**src/rtl/comp_serial.sv**
```systemverilog
// comp_serial: bit-serial unsigned magnitude comparator.
// Captures two WIDTH-bit operands on an accepted start and walks one bit
// pair per clock, MSB first, then reports registered eq/gt/lt with a
// single-cycle done strobe.
// Optional build macro: COMP_SERIAL_EARLY_EXIT_EN -- when defined, the
// first differing bit pair ends the compare on the same edge; equal
// operands still take the full WIDTH edges.
module comp_serial #(
  parameter int WIDTH = 8,
  localparam int CNT_W = $clog2(WIDTH)
) (
  input  logic             clk,
  input  logic             rst,
  input  logic             start,
  input  logic [WIDTH-1:0] a,
  input  logic [WIDTH-1:0] b,
  output logic             busy,
  output logic             done,
  output logic             eq,
  output logic             gt,
  output logic             lt
);

  typedef enum logic [1:0] {
    IDLE  = 2'd0,
    SHIFT = 2'd1,
    DONE  = 2'd2
  } state_t;

  state_t             r_state, r_state_next;
  logic [WIDTH-1:0]   r_a_sh, r_a_sh_next;
  logic [WIDTH-1:0]   r_b_sh, r_b_sh_next;
  logic [CNT_W-1:0]   r_idx, r_idx_next;
  logic               r_decided, r_decided_next;
  logic               r_g, r_g_next;
  logic               r_l, r_l_next;
  logic               r_busy, r_busy_next;
  logic               r_done, r_done_next;
  logic               r_eq, r_eq_next;
  logic               r_gt, r_gt_next;
  logic               r_lt, r_lt_next;

  // Current bit pair under evaluation always sits at the MSB of the shifters.
  logic w_a_bit;
  logic w_b_bit;
  logic w_first_diff;
  logic w_decided_now;
  logic w_g_now;
  logic w_l_now;
  logic w_last_bit;

  assign w_a_bit      = r_a_sh[WIDTH-1];
  assign w_b_bit      = r_b_sh[WIDTH-1];
  // Only the first differing pair (from the MSB down) decides the order.
  assign w_first_diff = ~r_decided & (w_a_bit ^ w_b_bit);
  assign w_decided_now = r_decided | w_first_diff;
  assign w_g_now      = w_first_diff ? (w_a_bit & ~w_b_bit) : r_g;
  assign w_l_now      = w_first_diff ? (~w_a_bit & w_b_bit) : r_l;
  assign w_last_bit   = (r_idx == '0);

  // State and datapath registers, cleared by the synchronous reset.
  always_ff @(posedge clk) begin
    if (rst) begin
      r_state   <= IDLE;
      r_a_sh    <= '0;
      r_b_sh    <= '0;
      r_idx     <= '0;
      r_decided <= 1'b0;
      r_g       <= 1'b0;
      r_l       <= 1'b0;
      r_busy    <= 1'b0;
      r_done    <= 1'b0;
      r_eq      <= 1'b0;
      r_gt      <= 1'b0;
      r_lt      <= 1'b0;
    end else begin
      r_state   <= r_state_next;
      r_a_sh    <= r_a_sh_next;
      r_b_sh    <= r_b_sh_next;
      r_idx     <= r_idx_next;
      r_decided <= r_decided_next;
      r_g       <= r_g_next;
      r_l       <= r_l_next;
      r_busy    <= r_busy_next;
      r_done    <= r_done_next;
      r_eq      <= r_eq_next;
      r_gt      <= r_gt_next;
      r_lt      <= r_lt_next;
    end
  end

  // Next-state and next-output logic; everything holds unless a state says otherwise.
  always_comb begin
    r_state_next   = r_state;
    r_a_sh_next    = r_a_sh;
    r_b_sh_next    = r_b_sh;
    r_idx_next     = r_idx;
    r_decided_next = r_decided;
    r_g_next       = r_g;
    r_l_next       = r_l;
    r_busy_next    = r_busy;
    r_done_next    = 1'b0;
    r_eq_next      = r_eq;
    r_gt_next      = r_gt;
    r_lt_next      = r_lt;

    case (r_state)
      IDLE: begin
        r_busy_next = 1'b0;
        if (start) begin
          r_a_sh_next    = a;
          r_b_sh_next    = b;
          r_idx_next     = CNT_W'(WIDTH - 1);
          r_decided_next = 1'b0;
          r_g_next       = 1'b0;
          r_l_next       = 1'b0;
          r_eq_next      = 1'b0;
          r_gt_next      = 1'b0;
          r_lt_next      = 1'b0;
          r_busy_next    = 1'b1;
          r_state_next   = SHIFT;
        end
      end

      SHIFT: begin
        r_a_sh_next    = {r_a_sh[WIDTH-2:0], 1'b0};
        r_b_sh_next    = {r_b_sh[WIDTH-2:0], 1'b0};
        r_idx_next     = r_idx - CNT_W'(1);
        r_decided_next = w_decided_now;
        r_g_next       = w_g_now;
        r_l_next       = w_l_now;
`ifdef COMP_SERIAL_EARLY_EXIT_EN
        // A differing pair settles the order; freeze the shifters and counter.
        if (w_first_diff || w_last_bit) begin
          r_a_sh_next  = r_a_sh;
          r_b_sh_next  = r_b_sh;
          r_idx_next   = r_idx;
          r_eq_next    = ~w_decided_now;
          r_gt_next    = w_g_now;
          r_lt_next    = w_l_now;
          r_done_next  = 1'b1;
          r_busy_next  = 1'b0;
          r_state_next = DONE;
        end
`else
        // Fixed latency: publish the result only after the LSB pair.
        if (w_last_bit) begin
          r_eq_next    = ~w_decided_now;
          r_gt_next    = w_g_now;
          r_lt_next    = w_l_now;
          r_done_next  = 1'b1;
          r_busy_next  = 1'b0;
          r_state_next = DONE;
        end
`endif
      end

      DONE: begin
        // One-cycle result strobe; start is deliberately not sampled here.
        r_busy_next  = 1'b0;
        r_state_next = IDLE;
      end

      default: begin
        r_busy_next  = 1'b0;
        r_state_next = IDLE;
      end
    endcase
  end

  assign busy = r_busy;
  assign done = r_done;
  assign eq   = r_eq;
  assign gt   = r_gt;
  assign lt   = r_lt;

endmodule
```
**config.mk**
```make
export PLATFORM = sky130hd
export DESIGN_NAME = comp_serial
export DESIGN_NICKNAME = d
export VERILOG_FILES = /design/src/rtl/comp_serial.sv
export SDC_FILE = /design/constraint.sdc
export NUM_CORES = 1
export LEC_CHECK = 0
export CAP_MARGIN = 20
export CORE_UTILIZATION = 30
export CTS_CLUSTER_DIAMETER = 200
export DETAILED_ROUTE_END_ITERATION = 12
export PLACE_DENSITY_LB_ADDON = 0.15
export SYNTH_ARGS = -nofsm -noshare
export SYNTH_HDL_FRONTEND = slang
export SYNTH_SLANG_ARGS = --single-unit
```
**constraint.sdc**
```tcl
create_clock -name clk -period 2.9 [get_ports clk]
set_input_delay 0.29 -clock clk [delete_from_list [all_inputs] [get_ports clk]]
set_output_delay 0.29 -clock clk [all_outputs]
set_load 0.005 [all_outputs]
```
After elaboration in Yosys (flattened, before gate mapping)
Cells that the tools add are included.
Widths: inputs -> output; s select.

storage, ports and cells
  register bits = 29
  bits of input ports = 19
  logic and storage cells = 58
  output and inout bits = 5

cells by class
  eq/ne operators = 3
  $add $sub $neg = 1
  bitwise operators = 10
  mux-type cells = 25
  reduce and logical (&&, ||, !) cells = 7

operators by type and width
  kind                 count
  $pmux 8 s2           2
  $mux 8               2
  $pmux 1 s2           7
  $mux 1               9
  $pmux 3 s2           1
  $not 1->1            5
  $mux 2               2
  $ne 2x2->1 const B   2
  $pmux 2 s2           1
  $reduce_and 2->1     2
  $and 1x1->1          3
  $logic_not 3->1      1
  $mux 3               1
  $reduce_and 3->1     1
  $sub 3x1->3 const B  1
  $eq 2x1->1 const B   1
  $logic_not 2->1      1
  $reduce_bool 2->1    1
  $reduce_or 2->1      1
  $or 1x1->1           1
  $xor 1x1->1          1

Longest topological paths before layout
Gate-level depths: netlist of run 1.

  depth after elaboration = 6
  mapped depth = 6
  mapped depth without buffers = 5

Worst setup path after synthesis of run 1
No wires, ideal clock.

  path type = reg-to-reg
  start point = register r_a_sh[7]
  end point = register r_gt, in the netlist gt
  data required time = 2.773 ns
  data arrival time = 1.159 ns
  slack = 1.614 ns
  cell stages (with the launch flop) = 6
  cell sequence = dfxtp_1 > inv_1 > ha_1 > nor2_1 > mux2i_1 > o32ai_1

between the ends
  word-level cells in the longest chain between the ends = 5
  elaborated cells on any way between the ends = 6
  those cells by class = 3 x mux; 3 x bitwise

ends and longest elaborated chain
  what                    RTL line  RTL
  start, declared         31        logic [WIDTH-1:0] r_a_sh, r_a_sh_next;
  start signal, assigned  78        r_a_sh <= r_a_sh_next;
  $xor 1x1->1             55        assign w_first_diff = ~r_decided & (w_a_bit ^ w_b_bit);
  $and 1x1->1             55
  $mux 1 *                57        assign w_g_now = w_first_diff ? (w_a_bit & ~w_b_bit) : r_g;
  $mux 1 *                147       if (w_last_bit) begin
  $pmux 1 s2 *            107       case (r_state)
  end signal, assigned    87        r_gt <= r_gt_next;
  end, declared           40        logic r_gt, r_gt_next;

Mark *: on every way between the ends. The rest lies on a longest branch, timed or not. The select of a mux whose other input is x is not followed.
A chain may end at the register's enable or synchronous reset.

Final worst setup path of run 1
  start point = register r_state[0]
  end point = register r_lt, in the netlist lt

between the ends
  word-level cells in the longest chain between the ends = 3
  elaborated cells on any way between the ends = 7
  those cells by class = 3 x eq/ne; 1 x mux; 3 x reduce/logical

ends and longest elaborated chain
  what                                                              RTL line  RTL
  start, declared                                                   30        state_t r_state, r_state_next;
  start signal, assigned                                            77        r_state <= r_state_next;
  $eq 2x1->1 / $logic_not 2->1 (equally long branches)              107
  $ne 2x2->1 (no line) / $reduce_bool 2->1 (equally long branches)  -
  $reduce_and 3->1 (no line)                                        -
  end signal, assigned                                              88        r_lt <= r_lt_next;
  end, declared                                                     41        logic r_lt, r_lt_next;

Parallel ways exist; a longest one is shown, timed or not.

==> results.sh, run 1 <==
export IMPL_status="completed"
export IMPL_grt_max_degree=22
export IMPL_syn_to_final_growth_pct=23.4
export IMPL_avgRoutedWirePerCell_um=12.4
export IMPL_cts_max_path_buffers=2
export IMPL_drtIter0Drc=46
export IMPL_synthArstFlopShare_pct=0
export IMPL_cp_required_ps=3080
export IMPL_antenna_left=0
export IMPL_setup_viol=0
export IMPL_finalCritPeriodShare_pct=60.1
export IMPL_dp_cells=220
export IMPL_htreeDepth=2
export IMPL_numCtsBuffers=5
export IMPL_synth_seq_cells=29
export IMPL_fmax_mhz=573
export IMPL_min_period_ps=1740
export IMPL_drc=0
export IMPL_cts_setup_buffers=0
export IMPL_grt_pass1_wl_um=4840
export IMPL_die_height_um=68.9
export IMPL_cp_start_kind="flop"
export IMPL_post_dp_hpwl_um=1980
export IMPL_dieArea_um2=4750
export IMPL_synth_net_count=180
export IMPL_antenna_cells=0
export IMPL_synth_edf_count=0
export IMPL_vdd_drop_max_mv=0.250
export IMPL_vias=1127
export IMPL_cp_arrival_ps=1930
export IMPL_reg2reg_depth=3
export IMPL_whs_path_depth=1
export IMPL_skew_ps=1.04
export IMPL_first_global_vias=1067
export IMPL_grt_overflow_total=0
export IMPL_worstHoldPathType="reg -> reg"
export IMPL_die_w_um=68.9
export IMPL_syn_mean_instance_area_um2=8.56
export IMPL_finalHoldViolCount=0
export IMPL_cts_resized=0
export IMPL_cts_tree="done"
export IMPL_synthDominantCellAreaShare_pct=43.2
export IMPL_fin_cells=227
export IMPL_cap_violations=0
export IMPL_yosys_warnings=0
export IMPL_synth_most_common_cell="dfxtp_1"
export IMPL_clock_sinks=29
export IMPL_p_per_area_nw_per_um2=580
export IMPL_drive_gt1_share_pct=6.78
export IMPL_r2r_start="r_state[0]"
export IMPL_fin_tns_setup_ps=0
export IMPL_path_clk_slew_ps=60
export IMPL_routed_via_density=4.96
export IMPL_startpoint="r_state[0]"
export IMPL_worst_slew_pin_slew_ps=708
export IMPL_netlist_area_um2=1340
export IMPL_insertion_delay_ps=270
export IMPL_root_buffer="clkbuf_8"
export IMPL_rsz0062_at_grt="no"
export IMPL_synth_seq_area_share_pct=43.2
export IMPL_min_from="r_idx[0]"
export IMPL_finalNetCount=200
export IMPL_hold_worst_slack_ps=466
export IMPL_max_slew_margin_rel_pct=52.7
export IMPL_coreArea_um2=4140
export IMPL_firstDrtPassIters=4
export IMPL_synth_top_cell_by_area="dfxtp_1"
export IMPL_num_rows=23
export IMPL_cp_end_kind="flop"
export IMPL_start_util_pct=32.4
export IMPL_grt_usage_pct=14.3
export IMPL_synthDistinctLibCells=33
export IMPL_synth_ff_type="dfxtp_1"
export IMPL_io_buffers=23
export IMPL_io_pins=24
export IMPL_crit_fanout=19
export IMPL_synthCells=157
export IMPL_crit_type="reg -> reg"
export IMPL_p_total_w=0.000962
export IMPL_drv_slew=0
export IMPL_antenna_found_initial=0
export IMPL_ctsHoldBuffers=0
export IMPL_synth_area_leaders="dfxtp_1 (43%), a311oi_1 (7.2%), nand2_1 (6.4%), nor2_1 (6.1%), ha_1 (3.7%)"
export IMPL_gp_congestion=0.688
export IMPL_p_leak_nw=0.628
export IMPL_synthTopCellsByCount="dfxtp_1 (29), nand2_1 (23), nor2_1 (22), a311oi_1 (11), inv_1 (9)"
export IMPL_final_util_pct=40.0
export IMPL_wl_um=2810
-- cells by family (layout without fill, tap and decap cells) --
logic type / after synthesis / in the layout / synth area share [%]
buffers and inverters: 21 / 41 / 8.47
adder cells (fa/ha/maj): 4 / 4 / 3.72
flip-flops: 29 / 29 / 43.2
AND/OR/NAND/NOR: 70 / 70 / 25.3
multiplexers: 2 / 2 / 1.49
AO/OA/AOI/OAI: 31 / 31 / 17.8
-- critical path: stages, from the launching register on --
cell and delay, ps:
dfxtp_1 670, nand2b_1 350, or3_1 490, o32ai_1 140
-- path summary, 6_finish.rpt --
| path | endpoint | slack (ps) |
|---|---|---|
| worst min-delay path | r_idx[0] | 470 |
| worst max register to register | lt | 1160 |
| worst max-delay path | lt | 1160 |
| worst min register to register | r_idx[0] | 470 |
-- power by group --
| group | leakage [nW] | switching, W | total [W] | internal [W] |
|---|---|---|---|---|
| logic | 0.344 | 0.0000852 | 0.000168 | 0.0000825 |
| clock network | 0.0443 | 0.000142 | 0.000330 | 0.000188 |
| registers | 0.239 | 0.0000289 | 0.000464 | 0.000435 |
| total | 0.628 | 0.000256 | 0.000962 | 0.000706 |
-- cell type report --
type | instances | area (µm²)
clock buffers | 7 | 86.3
fillers | 437 | 2490
inverters | 9 | 33.8
multi-input cells | 107 | 649
flip-flops and latches | 29 | 581
well taps | 50 | 62.6
repair buffers | 25 | 245
-- flip-flops by register name (all words and copies together), names as in the netlist, 2 cells and up --
name,count
r_idx,3
r_a_sh,8
r_b_sh,8
r_state,2
-- metrics by stage --
| step | cell area, µm² | setup slack (ps) |
|---|---|---|
| floorplan | 1340 | 1610 |
| global placement | 1570 | 1050 |
| detailed placement | 1570 | 1000 |
| CTS | 1660 | 1160 |
| global route | 1660 | 964 |
| finish | 1660 | 1160 |
-- layout by cell type (no fill, tap or decap), drive strengths merged --
cell type / n
nor4b: 1
inv: 9
a2111oi: 1
clkbuf: 7
o22ai: 1
a311oi: 11
nor2b: 3
nand4b: 3
and2b: 1
nand3: 1
nor3b: 1
a21oi: 4
nor3: 4
nor2: 22
o31ai: 2
clkdlybuf4s50: 23
o21ai: 2
nand3b: 1
a31oi: 1
nand2b: 6
nand2: 23
ha: 4
a211oi: 3
dfxtp: 29
or3: 1
o311ai: 1
o32ai: 2
mux2i: 2
buf: 2
o21ba: 1
or3b: 3
a32oi: 2
-- per-layer routing --
layer | vias to the layer above | share of wire, % | global-route usage [%]
met5 | - | 0 | 0
met3 | 6 | 5.1 | 5.26
li1 | 587 | - | -
met1 | 513 | 50 | 18.3
met4 | 0 | 1.9 | 6.89
met2 | 21 | 43 | 21.1
Note: power is estimated with default switching activity, not from simulation.
==> inputs of run 2 (changes only) <==
clock period = 1.5 ns   (was 2.9 ns; I/O delays follow)
==> run 2 against run 1 <==
  * Register-to-register slack got worse by 1000 ps
  * Largest power group unchanged
  * Clock-buffer cell count did not move
  * Final cell count is 4.4% higher
  * Routed wire length barely moved
  * Sequential share of layout area decreased by 2.0 points
==> results.sh, run 2 (same netlist as run 1, synthesis figures left out) <==
export IMPL_drtIter0Drc=54
export IMPL_status="completed"
export IMPL_start_util_pct=32.4
export IMPL_num_rows=23
export IMPL_cap_violations=0
export IMPL_final_cell_mix="dfxtp_1 (29), nand2_1 (23), clkdlybuf4s50_1 (23), nor2_1 (21), a311oi_1 (11)"
export IMPL_reg_largest_list="r_a_sh x8, r_b_sh x8, r_idx x3"
export IMPL_drv_slew=0
export IMPL_rsz0062_at_grt="no"
export IMPL_vias=1177
export IMPL_antenna_found_initial=0
export IMPL_io_pins=24
export IMPL_cp_end_kind="flop"
export IMPL_avgRoutedWirePerCell_um=11.9
export IMPL_htreeDepth=2
export IMPL_grt_overflow_total=0
export IMPL_cp_arrival_ps=1520
export IMPL_path_clk_slew_ps=60
export IMPL_worstHoldPathType="in -> reg"
export IMPL_drc=0
export IMPL_p_total_w=0.00190
export IMPL_fmax_mhz=729
export IMPL_wl_um=2810
export IMPL_post_dp_hpwl_um=2040
export IMPL_finalHoldViolCount=0
export IMPL_insertion_delay_ps=270
export IMPL_die_w_um=68.9
export IMPL_cp_required_ps=1650
export IMPL_die_height_um=68.9
export IMPL_clock_sinks=29
export IMPL_io_buffers=23
export IMPL_grt_max_degree=30
export IMPL_finalNetCount=210
export IMPL_root_buffer="clkbuf_8"
export IMPL_antenna_cells=0
export IMPL_syn_to_final_growth_pct=31.0
export IMPL_dieArea_um2=4750
export IMPL_firstDrtPassIters=4
export IMPL_routed_via_density=4.97
export IMPL_vdd_drop_max_mv=0.545
export IMPL_n_fill_cell=430
export IMPL_coreArea_um2=4140
export IMPL_skew_ps=5.30
export IMPL_drive_gt1_share_pct=12.3
export IMPL_grt_pass1_wl_um=4770
export IMPL_p_per_area_nw_per_um2=1080
export IMPL_worst_slew_pin_slew_ps=303
export IMPL_crit_type="reg -> reg"
export IMPL_final_common_cell="dfxtp_1"
export IMPL_p_leak_nw=0.687
export IMPL_finalCritPeriodShare_pct=91.5
export IMPL_min_period_ps=1370
export IMPL_cp_start_kind="flop"
export IMPL_grt_usage_pct=13.7
export IMPL_crit_fanout=3
export IMPL_cts_tree="done"
export IMPL_cts_max_path_buffers=2
export IMPL_max_slew_margin_rel_pct=79.3
export IMPL_setup_viol=0
export IMPL_first_global_vias=1085
export IMPL_final_util_pct=42.5
export IMPL_gp_congestion=0.791
export IMPL_numCtsBuffers=5
export IMPL_antenna_left=0
==> run 2: cell type report <==
type	count	area, µm²	area share (%)
multi-input cells	107	652	37.0
flip-flops and latches	29	581	33.0
repair buffers	35	345	19.6
clock buffers	7	86.3	4.90
well taps	50	62.6	3.55
inverters	9	33.8	1.92
==> run 2: critical path, cell delays in order, from the launching register on <==
cell     delay [ps]
dfxtp_1         350
inv_1            50
ha_1            330
nor2_2          160
mux2i_1         260
o32ai_1         100
==> run 2: worst paths after layout <==
path         depth (start not counted)  slack (ps)  startpoint        end
max                                  5         130   r_a_sh[7]         gt
min                                  3         450        b[4]  r_b_sh[4]
max reg2reg                          5         130   r_a_sh[7]         gt
min reg2reg                          2         480          lt         lt
==> run 2: what timing repair did <==
action,CTS,global route
hold buffers,0,0
setup buffers,0,0
hold endpoints to repair,0,0
gates resized for setup,0,1
setup endpoints to repair,0,4
==> run 2: layer usage <==
metal | routed length [µm] | global-route usage (%)
met1 | 1330 | 17.1
met2 | 1270 | 21.2
met3 | 164 | 4.28
met4 | 44 | 6.38
met5 | 0 | 0
==> run 2: where the power goes <==
| group | leakage (nW) | internal, W | switching [W] |
|---|---|---|---|
| Clock | 0.0443 | 0.000363 | 0.000270 |
| Combinational | 0.404 | 0.000195 | 0.000182 |
| Sequential | 0.239 | 0.000842 | 0.0000458 |
| Total | 0.687 | 0.00140 | 0.000499 |
==> run 2: metrics by stage <==
step	hold slack, ps	worst slack (ps)	cell area [µm²]	instances	setup TNS [ps]
after global routing	450	10.6	1760	237	0
after CTS	434	60.4	1760	237	0
after global placement	455	10.7	1670	230	0
after detailed placement	469	-23.7	1670	230	-61.1
after floorplan	287	214	1340	157	0
final	448	128	1760	237	0
